## config.mk

```make
export PLATFORM = sky130hd
export DESIGN_NAME = ex_hazard_ctrl
export DESIGN_NICKNAME = d
export VERILOG_FILES = /design/src/rtl/ex_hazard_ctrl_pkg.sv /design/src/rtl/ex_hazard_ctrl_sat_counter.sv /design/src/rtl/ex_hazard_ctrl.sv
export SDC_FILE = /design/constraint.sdc
export NUM_CORES = 1
export LEC_CHECK = 0
export ABC_CLOCK_PERIOD_IN_PS = 4600
export CAP_MARGIN = 20
export CORE_MARGIN = 2
export CORE_UTILIZATION = 40
export DETAILED_ROUTE_END_ITERATION = 6
export PLACE_DENSITY = 0.67
export SYNTH_ARGS = -nofsm -noshare
export SYNTH_HDL_FRONTEND = slang
export SYNTH_HIERARCHICAL = 1
export SYNTH_SLANG_ARGS = --single-unit
export TNS_END_PERCENT = 100
```

## constraint.sdc

```tcl
create_clock -name clk -period 4.6 [get_ports clk]
set_clock_uncertainty 0.2 [all_clocks]
set_input_delay 0.46 -clock clk [delete_from_list [all_inputs] [get_ports clk]]
set_output_delay 0.46 -clock clk [all_outputs]
set_load 0.005 [all_outputs]
```

## src/rtl/ex_hazard_ctrl_pkg.sv

```systemverilog
// Shared types and constants for the EX-stage hazard controller.
package ex_hazard_ctrl_pkg;

    typedef enum logic [1:0] {
        RUN      = 2'd0,
        MD_WAIT  = 2'd1,
        MEM_WAIT = 2'd2
    } state_e;

    localparam int MEM_RD = 1;
    localparam int MEM_WR = 0;

    localparam int CNT_W_DEF      = 16;
    localparam int MD_MAX_CYC_DEF = 34;

endpackage

```

## src/rtl/ex_hazard_ctrl_sat_counter.sv

```systemverilog
// Saturating up-counter with synchronous clear and asynchronous reset.
module sat_counter #(
    parameter int W = 16
) (
    input  logic         clk,
    input  logic         rst,
    input  logic         inc,
    input  logic         clear,
    output logic [W-1:0] count
);

    logic [W-1:0] r_count;

    always_ff @(posedge clk or posedge rst) begin
        if (rst) begin
            r_count <= '0;
        end else if (clear) begin
            r_count <= '0;
        end else if (inc && (r_count != '1)) begin
            r_count <= r_count + 1'b1;
        end
    end

    assign count = r_count;

endmodule

```

## src/rtl/ex_hazard_ctrl.sv

```systemverilog
// Pipeline hazard control: cache stalls, branch mispredict flush, load-use
// stalls and multi-cycle MUL/DIV hold, with saturating performance counters.
module ex_hazard_ctrl
    import ex_hazard_ctrl_pkg::*;
#(
    parameter int CNT_W      = CNT_W_DEF,
    parameter int MD_MAX_CYC = MD_MAX_CYC_DEF
) (
    input  logic             clk,
    input  logic             rst,
    input  logic             ICache_stall,
    input  logic             DCache_stall,
    input  logic [1:0]       Mem_2,
    input  logic [4:0]       Rd_2,
    input  logic [4:0]       Rs1_1,
    input  logic [4:0]       Rs2_1,
    input  logic             md_start_2,
    input  logic             md_done,
    input  logic             is_branchInst_3,
    input  logic             taken_3,
    input  logic             prev_taken_3,
    input  logic [7:0]       target_3,
    output logic             memory_stall,
    output logic             stall_IF,
    output logic             stall_ID,
    output logic             flush_ID,
    output logic             bubble_EX,
    output logic             hold_EX,
    output logic             md_busy,
    output logic             redirect_valid,
    output logic [7:0]       redirect_PC,
    output logic             md_timeout,
    output logic [CNT_W-1:0] mispredict_cnt,
    output logic [CNT_W-1:0] stall_cnt
);

    localparam int MCW = $clog2(MD_MAX_CYC + 1);

    state_e         r_state;
    logic           r_ret_md;
    logic [MCW-1:0] r_md_cnt;
    logic           r_md_timeout;

    state_e w_state;
    logic   w_active;
    logic   w_mem_stall;
    logic   w_mispredict;
    logic   w_load_use;
    logic   w_in_md;
    logic   w_hold;
    logic   w_stall_inc;
    logic   w_unused_memwr;

    assign w_active     = ~rst;
    assign w_mem_stall  = (ICache_stall | DCache_stall) & w_active;
    assign w_mispredict = w_active & ~w_mem_stall & is_branchInst_3 & (taken_3 ^ prev_taken_3);

    // Once both stalls clear, MEM_WAIT behaves as its return state in that same cycle.
    assign w_state = (r_state == MEM_WAIT && !w_mem_stall) ? (r_ret_md ? MD_WAIT : RUN) : r_state;
    assign w_in_md = (r_state == MD_WAIT) || (r_state == MEM_WAIT && r_ret_md);

    assign w_load_use = w_active & ~w_mem_stall & ~w_mispredict & ~md_start_2 &
                        (w_state == RUN) & Mem_2[MEM_RD] & (Rd_2 != 5'd0) &
                        ((Rd_2 == Rs1_1) | (Rd_2 == Rs2_1));

    assign w_hold         = w_active & ~w_mem_stall & (w_state == MD_WAIT);
    assign w_unused_memwr = Mem_2[MEM_WR];

    always_ff @(posedge clk or posedge rst) begin
        if (rst) begin
            r_state      <= RUN;
            r_ret_md     <= 1'b0;
            r_md_cnt     <= '0;
            r_md_timeout <= 1'b0;
        end else if (w_mem_stall) begin
            r_state  <= MEM_WAIT;
            // A md_done that lands during the stall is folded in so the lost pulse does not strand MD_WAIT.
            r_ret_md <= w_in_md & ~md_done;
        end else begin
            case (w_state)
                RUN: begin
                    if (!w_mispredict && md_start_2 && !md_done) begin
                        r_state  <= MD_WAIT;
                        r_md_cnt <= MCW'(1);
                    end else begin
                        r_state  <= RUN;
                        r_md_cnt <= '0;
                    end
                end
                MD_WAIT: begin
                    if (md_done) begin
                        r_state  <= RUN;
                        r_md_cnt <= '0;
                    end else if (r_md_cnt >= MCW'(MD_MAX_CYC)) begin
                        r_state      <= RUN;
                        r_md_cnt     <= '0;
                        r_md_timeout <= 1'b1;
                    end else begin
                        r_state  <= MD_WAIT;
                        r_md_cnt <= r_md_cnt + 1'b1;
                    end
                end
                default: begin
                    r_state  <= RUN;
                    r_md_cnt <= '0;
                end
            endcase
        end
    end

    assign memory_stall   = w_mem_stall;
    assign hold_EX        = w_hold;
    assign stall_IF       = w_load_use | w_hold;
    assign stall_ID       = w_load_use | w_hold;
    assign flush_ID       = w_mispredict;
    assign bubble_EX      = w_mispredict | w_load_use;
    assign md_busy        = w_active & w_in_md;
    assign redirect_valid = w_mispredict;
    assign redirect_PC    = w_mispredict ? target_3 : '0;
    assign md_timeout     = r_md_timeout;

    assign w_stall_inc = w_mem_stall | stall_IF | w_hold;

    sat_counter #(.W(CNT_W)) u_mispredict_cnt (
        .clk   (clk),
        .rst   (rst),
        .inc   (w_mispredict),
        .clear (1'b0),
        .count (mispredict_cnt)
    );

    sat_counter #(.W(CNT_W)) u_stall_cnt (
        .clk   (clk),
        .rst   (rst),
        .inc   (w_stall_inc),
        .clear (1'b0),
        .count (stall_cnt)
    );

endmodule

```

* After elaboration in Yosys (flattened, before gate mapping)
Index checks and enable logic that the tools add are counted.
Cells by class: mux-type cells 12, bitwise gates (word level) 25, add/sub/neg operators 3, reduce and logical (&&, ||, !) cells 13, order comparisons 1, eq/ne operators 7
Operators with widths (number):
- $add A16 B1 Y16 const B | 2
- $ne A16 B16 Y1 const B | 2
- $and A1 B1 Y1 | 13
- $mux W6 | 2
- $pmux W6 S2 | 1
- $eq A5 B5 Y1 | 2
- $mux W8 | 1
- $add A6 B1 Y6 const B | 1
- $ge A6 B6 Y1 const B | 1
- $logic_and A1 B1 Y1 | 6
- $or A1 B1 Y1 | 6
- $mux W1 | 5
- $not A1 Y1 | 5
- $reduce_bool A5 Y1 | 1
- $eq A2 B1 Y1 const B | 2
- $mux W2 | 2
- $pmux W2 S2 | 1
- $reduce_and A4 Y1 | 1
- $logic_not A1 Y1 | 3
- $eq A2 B2 Y1 const B | 1
- $logic_not A2 Y1 | 1
- $logic_or A1 B1 Y1 | 1
- $xor A1 B1 Y1 | 1
Storage, ports and cells: bits in registers 42, logic and storage cells 67

* Longest topological paths before layout
Gate-level depths: netlist (run 1).
depth after elaboration 17, gate-level depth with buffers 11, mapped depth without buffers 9

* Modules after synthesis
Netlist (run 1), hierarchy kept.
By module, submodules not included:
- sat_counter | instances 2, cells each 101, area each 932.1 µm²
- ex_hazard_ctrl | instances 1, cells each 98, area each 835.8 µm²

* Least setup slack after synthesis (run 1)
No wires, ideal clock.
path kind input to register, from input rst, to register u_stall_cnt.r_count[13] (netlist: u_stall_cnt/count[13]), cell stages on the path 11, data required time 4.323 ns, buffers on the path 2, arrival 2.818 ns, path slack 1.505 ns, library setup time 0.077 ns, cell sequence o21bai_1 > buf_2 > a31o_2 > nor3_1 > o2111ai_1 > nand3_1 > clkbuf_2 > nand3_1 > or4_4 > or4_1 > a21oi_1
Between the ends: word-level cells in the longest chain between the ends 17, elaborated cells on any way between the ends 23, classes of those cells eq/ne (1); mux (1); bitwise (17); reduce/logical (4)
Ends and longest elaborated chain:
- from (decl) | RTL line ex_hazard_ctrl.sv:10 | input logic rst,
- $not A1 Y1 * | RTL line ex_hazard_ctrl.sv:54 | assign w_active = ~rst;
- $and A1 B1 Y1 | RTL line ex_hazard_ctrl.sv:55 | assign w_mem_stall = (ICache_stall | DCache_stall) & w_active;
- $not A1 Y1 (no source line)
- $and A1 B1 Y1 | RTL line ex_hazard_ctrl.sv:56, ex_hazard_ctrl.sv:62, ex_hazard_ctrl.sv:66
- $and A1 B1 Y1 (2 in a row) | RTL line ex_hazard_ctrl.sv:56 | assign w_mispredict = w_active & ~w_mem_stall & is_branchInst_3 & (taken_3 ^ prev_taken_3);
- $not A1 Y1 | RTL line ex_hazard_ctrl.sv:62 | assign w_load_use = w_active & ~w_mem_stall & ~w_mispredict & ~md_start_2 &
- $and A1 B1 Y1 (3 in a row) | RTL line ex_hazard_ctrl.sv:62
- $and A1 B1 Y1 (3 in a row) | RTL line ex_hazard_ctrl.sv:63 | (w_state == RUN) & Mem_2[MEM_RD] & (Rd_2 != 5'd0) &
- $or A1 B1 Y1 | RTL line ex_hazard_ctrl.sv:113 | assign stall_IF = w_load_use | w_hold;
- $or A1 B1 Y1 | RTL line ex_hazard_ctrl.sv:122 | assign w_stall_inc = w_mem_stall | stall_IF | w_hold;
- $or A1 B1 Y1 * | RTL line ex_hazard_ctrl.sv:122
- via w_stall_inc | RTL line ex_hazard_ctrl.sv:51 | logic w_stall_inc;
- $logic_and A1 B1 Y1 * | RTL line ex_hazard_ctrl_sat_counter.sv:19 | end else if (inc && (r_count != '1)) begin
- to (signal assigned) | RTL line ex_hazard_ctrl_sat_counter.sv:20 | r_count <= r_count + 1'b1;
- to (decl) | RTL line ex_hazard_ctrl_sat_counter.sv:12 | logic [W-1:0] r_count;
The timed path passes the listed nets; every way through them passes the cells marked *. A chain may end at the register's enable or synchronous reset.

* Worst setup path after layout (run 1)
Ends and elaborated chain as after synthesis.

==> impl_metrics.tcl, run 1 <==
set metrics [dict create \
    outcome "finished, final reports clean" \
    areaGrowthSynthToFinish_pct 35.6 \
    gp_congestion 0.817 \
    async_flop_share_pct 100 \
    yosys-top-cells-area "dfrtp_1 39%, a21oi_1 5.4%, or4_1 3.9%" \
    yosys_most_used_dff "dfrtp_1" \
    diodes 0 \
    timing.reg2reg.setup_slack_ps 1540 \
    vias 2601 \
    slew_viol_final 0 \
    hpwl_mm 5.16 \
    yosysMostFrequentCell "dfrtp_1" \
    ys_seq_area_share_pct 38.9 \
    cp_num_buf_inv 1 \
    insertion_delay_ps 300 \
    critical_path.top_delay_family "simple AND/OR/NAND/NOR gates" \
    ctsHoldBuffers 0 \
    grt.total_usage_pct 19.6 \
    cts_resized 0 \
    drive_gt1_share_pct 7.11 \
    max-slew-margin-rel_pct 52.5 \
    firstDrtPassIters 4 \
    pwr_density_cell_nw_per_um2 213 \
    hold_class "flip-flop to flip-flop" \
    clkTransAtPathRegs_ps 80 \
    grt_max_degree 21 \
    netlist.area_leader.share_pct 38.9 \
    worstHoldStart "md_timeout" \
    critPathSlowestCell "clkdlybuf4s50_1" \
    die_h_um 86.2 \
    dp_cells 449 \
    grt_first_pass_wirelength_mm 11.8 \
    final_area_um2 3660 \
    rsz0062_at_grt "no" \
    critPathKind "input port to flip-flop" \
    die-width_um 86.2 \
    post_cts.repair.setup_buffers 0 \
    path_max_fanout 8 \
    htreeDepth 2 \
    core_um2 6420 \
    max_stage_delay_ps 540 \
    drt_iter0_drc 131 \
    fp.dieArea_um2 7420 \
    synth_warnings 6 \
    wl_mm 7.04 \
    ios 83 \
    overflow 0 \
    period_minus_slack_ps 3510 \
    syn_area_um2 2700 \
    max_freq_ghz 0.285 \
    arrival_ps 3540 \
    hold_viol 0 \
    endpoint_kind "flip-flop" \
    period_share_pct 76.3 \
    ys_types 50 \
    clockBufferDepth 2 \
    cts_root_buf "clkbuf_8" \
    synth_common_cells "42 x dfrtp_1, 29 x a21oi_1, 20 x nand3_1" \
    tns_ps 0 \
    worst_path_most_repeated_cell "nand3_1" \
    drc 0 \
    port_buffers 81 \
    reg2reg_depth 8 \
    cts_sinks 42 \
    syn_area_per_cell_um2 9.00 \
    max-vdd-ir-drop_mv 0.143 \
    r2r_start "r_state[1]" \
    placed_cell_area_um2 3550 \
    antenna_found_initial 0 \
    wl_per_cell_um 15.4 \
    cp.depth 10 \
    viasPerCell 5.69 \
    cap_viol_max_count 0 \
    tightest_slew_ps 705 \
    cp-start-kind "input port" \
    grt_pass1_vias 2429 \
    yosysTopAreaCell "dfrtp_1" \
    start_util_pct 42.0 \
    report.final.setup_viol 0 \
    p_leak_nw 1.40 \
    stdcell_count 457 \
    min_path_cells 2 \
    path_cells "clkdlybuf4s50_1 -> o21bai_1 -> a31o_2 -> nor3_1 -> o2111ai_1 -> nand3_1 -> nand3_1 -> or4_4 -> or4_1 -> a21oi_1" \
    cp-startpoint "rst" \
    fin_nets 417 \
    cts_buffers 5 \
    crit_required_ps 4630 \
    synth_edf_count 0 \
    rows 29 \
    syn_inst 300 \
    ys_ff_latch 42 \
    cts_tree "built" \
    ant_nets 0 \
]
layer usage:
| metal | part of all wire, % | GRT usage (%) | routed length (µm) | vias up |
|---|---|---|---|---|
| li1 | - | - | - | 1295 |
| met1 | 48 | 27.4 | 3380 | 1228 |
| met2 | 47 | 30.6 | 3290 | 70 |
| met3 | 4.1 | 4.04 | 290 | 8 |
| met4 | 1.2 | 5.92 | 83 | 0 |
| met5 | 0 | 0 | 0 | - |
flip-flops by register name, indices dropped and copies added (netlist names):
signal / flops
md_timeout: 1
r_md_cnt: 6
r_ret_md: 1
r_state: 2
u_mispredict_cnt/count: 16
u_stall_cnt/count: 16
final timing paths:
check	end
setup reg to reg	u_stall_cnt/count[13]
setup / recovery	u_stall_cnt/count[13]
min in group asynchronous	r_md_cnt[5]
hold / removal	md_timeout
max in group asynchronous	u_mispredict_cnt/count[5]
hold reg to reg	md_timeout
layout make-up:
| cell class | count | area (µm²) |
|---|---|---|
| Tap cell | 77 | 96.3 |
| Sequential cell | 42 | 1050 |
| Fill cell | 579 | 2760 |
| Clock buffer | 6 | 72.6 |
| Clock inverter | 2 | 37.5 |
| Multi-Input combinational cell | 235 | 1530 |
| Inverter | 12 | 45.0 |
| Timing Repair Buffer | 83 | 826 |
report_power, final:
| part | total, W | switching (W) | internal, W |
|---|---|---|---|
| logic | 0.0000967 | 0.0000451 | 0.0000516 |
| registers | 0.000382 | 0.00000796 | 0.000374 |
| clock network | 0.000301 | 0.000139 | 0.000162 |
metrics by stage:
stage	hold WS [ps]	utilization, %	total power, W	worst slack, ps
after global placement	259	55.3	0.000483	845
after global routing	326	57.0	0.000819	838
after floorplan	100	-	0.000436	1500
after detailed placement	267	55.3	0.000485	818
after CTS	285	57.0	0.000784	1120
final	281	57.0	0.000779	1090
worst register-to-register path: cells and delay by family, from the launching register on:
kind             cells  cell delay (ps)
AND/OR/NAND/NOR      5             1660
flip-flops           1              470
AO/OA/AOI/OAI        3              660
cells in the final DEF (no fill, tap or decap), types with 8 or more instances in the layout:
cell	netlist	final
a21oi_1	29	29
and2_1	8	8
or4_1	14	14
o21ai_0	11	11
nand4_1	8	8
nand2_1	19	19
inv_1	11	11
clkdlybuf4s50_1	0	81
nand3_1	20	20
or3_1	14	14
nor3_1	13	13
dfrtp_1	42	42
o31ai_1	12	12
cells by family after synthesis:
family,after synthesis,synth area share [%]
and+or+nand+nor,138,31.5
AOI/OAI and AO/OA,74,17.2
DFF,42,38.9
buffers and inverters,24,4.40
xor gates and xnor gates,11,3.57
muxes,6,2.41
adders and majority gates,4,1.85
other,1,0.139
No activity file was read; power rests on OpenSTA's default activity.
==> inputs of run 2 (changes only) <==
--- a/config.mk
+++ b/config.mk
@@ -5,7 +5,7 @@
 export SDC_FILE = /design/constraint.sdc
 export NUM_CORES = 1
 export LEC_CHECK = 0
-export ABC_CLOCK_PERIOD_IN_PS = 4600
+export ABC_CLOCK_PERIOD_IN_PS = 3700
 export CAP_MARGIN = 20
 export CORE_MARGIN = 2
 export CORE_UTILIZATION = 40
==> constraint.sdc (replaced) <==
create_clock -name clk -period 3.7 [get_ports clk]
set_clock_uncertainty 0.2 [all_clocks]
set_input_delay 0.37 -clock clk [delete_from_list [all_inputs] [get_ports clk]]
set_output_delay 0.37 -clock clk [all_outputs]
set_load 0.005 [all_outputs]
==> run 2 against run 1 <==
Against the previous run: global-route usage rose by 0.17 points; combinational power rose by 25%; sequential share of layout area rose by 0.13 points; utilization fell by 0.25 points; hold slack got worse by 14 ps; critical path type unchanged; largest cell class unchanged; largest power group unchanged.
==> impl_metrics.tcl, run 2 (synthesis results as in run 1) <==
set metrics [dict create \
    outcome "finished, final reports clean" \
    cap_viol_max_count 0 \
    overflow 0 \
    areaGrowthSynthToFinish_pct 35.0 \
    critical_path.top_delay_family "simple AND/OR/NAND/NOR gates" \
    ios 83 \
    rsz0062_at_grt "no" \
    period_minus_slack_ps 3240 \
    cp_num_buf_inv 1 \
    fp.dieArea_um2 7420 \
    max-vdd-ir-drop_mv 0.145 \
    critPathSlowestCell "clkdlybuf4s50_1" \
    multiInputGateArea_um2 1530 \
    gp_congestion 0.783 \
    grt.total_usage_pct 19.8 \
    start_util_pct 42.0 \
    worst_path_most_repeated_cell "nand3_1" \
    rows 29 \
    tightest_slew_ps 822 \
    regArea_um2 1050 \
    p_leak_nw 1.39 \
    endpoint_kind "flip-flop" \
    clockBufferDepth 2 \
    crit_required_ps 3730 \
    post_cts.repair.setup_buffers 0 \
    drc 0 \
    cts_resized 0 \
    hold_viol 0 \
    fin_nets 418 \
    ctsHoldBuffers 0 \
    die_h_um 86.2 \
    timing.final.ws_setup_ps 462 \
    port_buffers 81 \
    period_share_pct 87.5 \
    firstDrtPassIters 4 \
    path_max_fanout 6 \
    wl_per_cell_um 15.3 \
    report.final.setup_viol 0 \
    ant_nets 0 \
    cts_root_buf "clkbuf_8" \
    core_um2 6420 \
    wl_met3_um 218 \
    die-width_um 86.2 \
    hold_class "flip-flop to flip-flop" \
    wl_met1_mm 3.32 \
    max_freq_ghz 0.309 \
    insertion_delay_ps 300 \
    critPathKind "input port to flip-flop" \
    path_cells "clkdlybuf4s50_1 -> o21bai_1 -> a31o_2 -> nor3_1 -> o2111ai_1 -> nand3_1 -> nand3_1 -> or4_4 -> or4_1 -> a21oi_1" \
    arrival_ps 3270 \
    pwr_density_cell_nw_per_um2 247 \
    max_stage_delay_ps 530 \
    vias 2631 \
    grt_max_degree 21 \
    viasPerCell 5.74 \
    clkTransAtPathRegs_ps 90 \
    max-slew-margin-rel_pct 44.7 \
    diodes 0 \
    wl_mm 7.00 \
    cp-start-kind "input port" \
    timing.reg2reg.setup_slack_ps 810 \
    cts_tree "built" \
    hpwl_mm 5.17 \
    fillers 574 \
    drt_iter0_drc 95 \
    grt_pass1_vias 2492 \
    place_ws_ps 172 \
    antenna_found_initial 0 \
    cts_sinks 42 \
    whs_ps 267 \
    htreeDepth 2 \
    drive_gt1_share_pct 7.35 \
    dr_wl_met2_mm 3.39 \
    layout_common_cells "81 x clkdlybuf4s50_1, 42 x dfrtp_1, 29 x a21oi_1" \
    tns_ps 0 \
    grt_first_pass_wirelength_mm 11.9 \
    slew_viol_final 0 \
    cts_buffers 5 \
    layout_commonest_cell "clkdlybuf4s50_1" \
    top_layer_used "met4" \
]
==> run 2: path summary, 6_finish.rpt <==
kind / startpoint / endpoint / cells after the start
hold reg to reg: md_timeout / md_timeout / 2
hold / removal: md_timeout / md_timeout / 2
setup reg to reg: r_state[1] / u_stall_cnt/count[13] / 8
min in group asynchronous: rst / r_md_cnt[3] / 2
max in group asynchronous: rst / u_stall_cnt/count[2] / 2
setup / recovery: rst / u_stall_cnt/count[13] / 10
==> run 2: through the flow <==
step | power (W) | instances | util [%] | area [µm²]
5_1_grt | 0.000940 | 458 | 56.8 | 3650
3_3_place_gp | 0.000602 | 450 | 55.4 | 3560
6_report | 0.000901 | 458 | 56.8 | 3650
3_5_place_dp | 0.000603 | 450 | 55.4 | 3560
2_1_floorplan | 0.000542 | 301 | - | 2700
4_1_cts | 0.000905 | 458 | 56.8 | 3650
==> run 2: layout make-up <==
class | count | area share, %
multi-input combinational | 235 | 42.1
sequential | 42 | 28.8
timing repair buffer | 84 | 22.9
tap | 77 | 2.64
clock buffer | 6 | 1.99
inverter | 12 | 1.24
clock inverter | 2 | 0.377
==> run 2: worst register-to-register path, cell delays in order, from the launching register on <==
cell	delay [ps]
dfrtp_1	470
a31o_2	310
nor3_1	210
o2111ai_1	200
nand3_1	160
nand3_1	210
or4_4	510
or4_1	410
a21oi_1	150
==> run 2: metal layers <==
metal	vias up	GRT usage [%]
met5	-	0
met4	0	5.48
met3	9	3.66
met2	49	32.0
met1	1279	27.1
li1	1294	-
==> run 2: where the power goes <==
group          internal, W  switching [W]  total (W)
clock network     0.000134       0.000172   0.000306
registers         0.000465     0.00000958   0.000475
logic            0.0000652      0.0000560   0.000121
total             0.000664       0.000238   0.000901
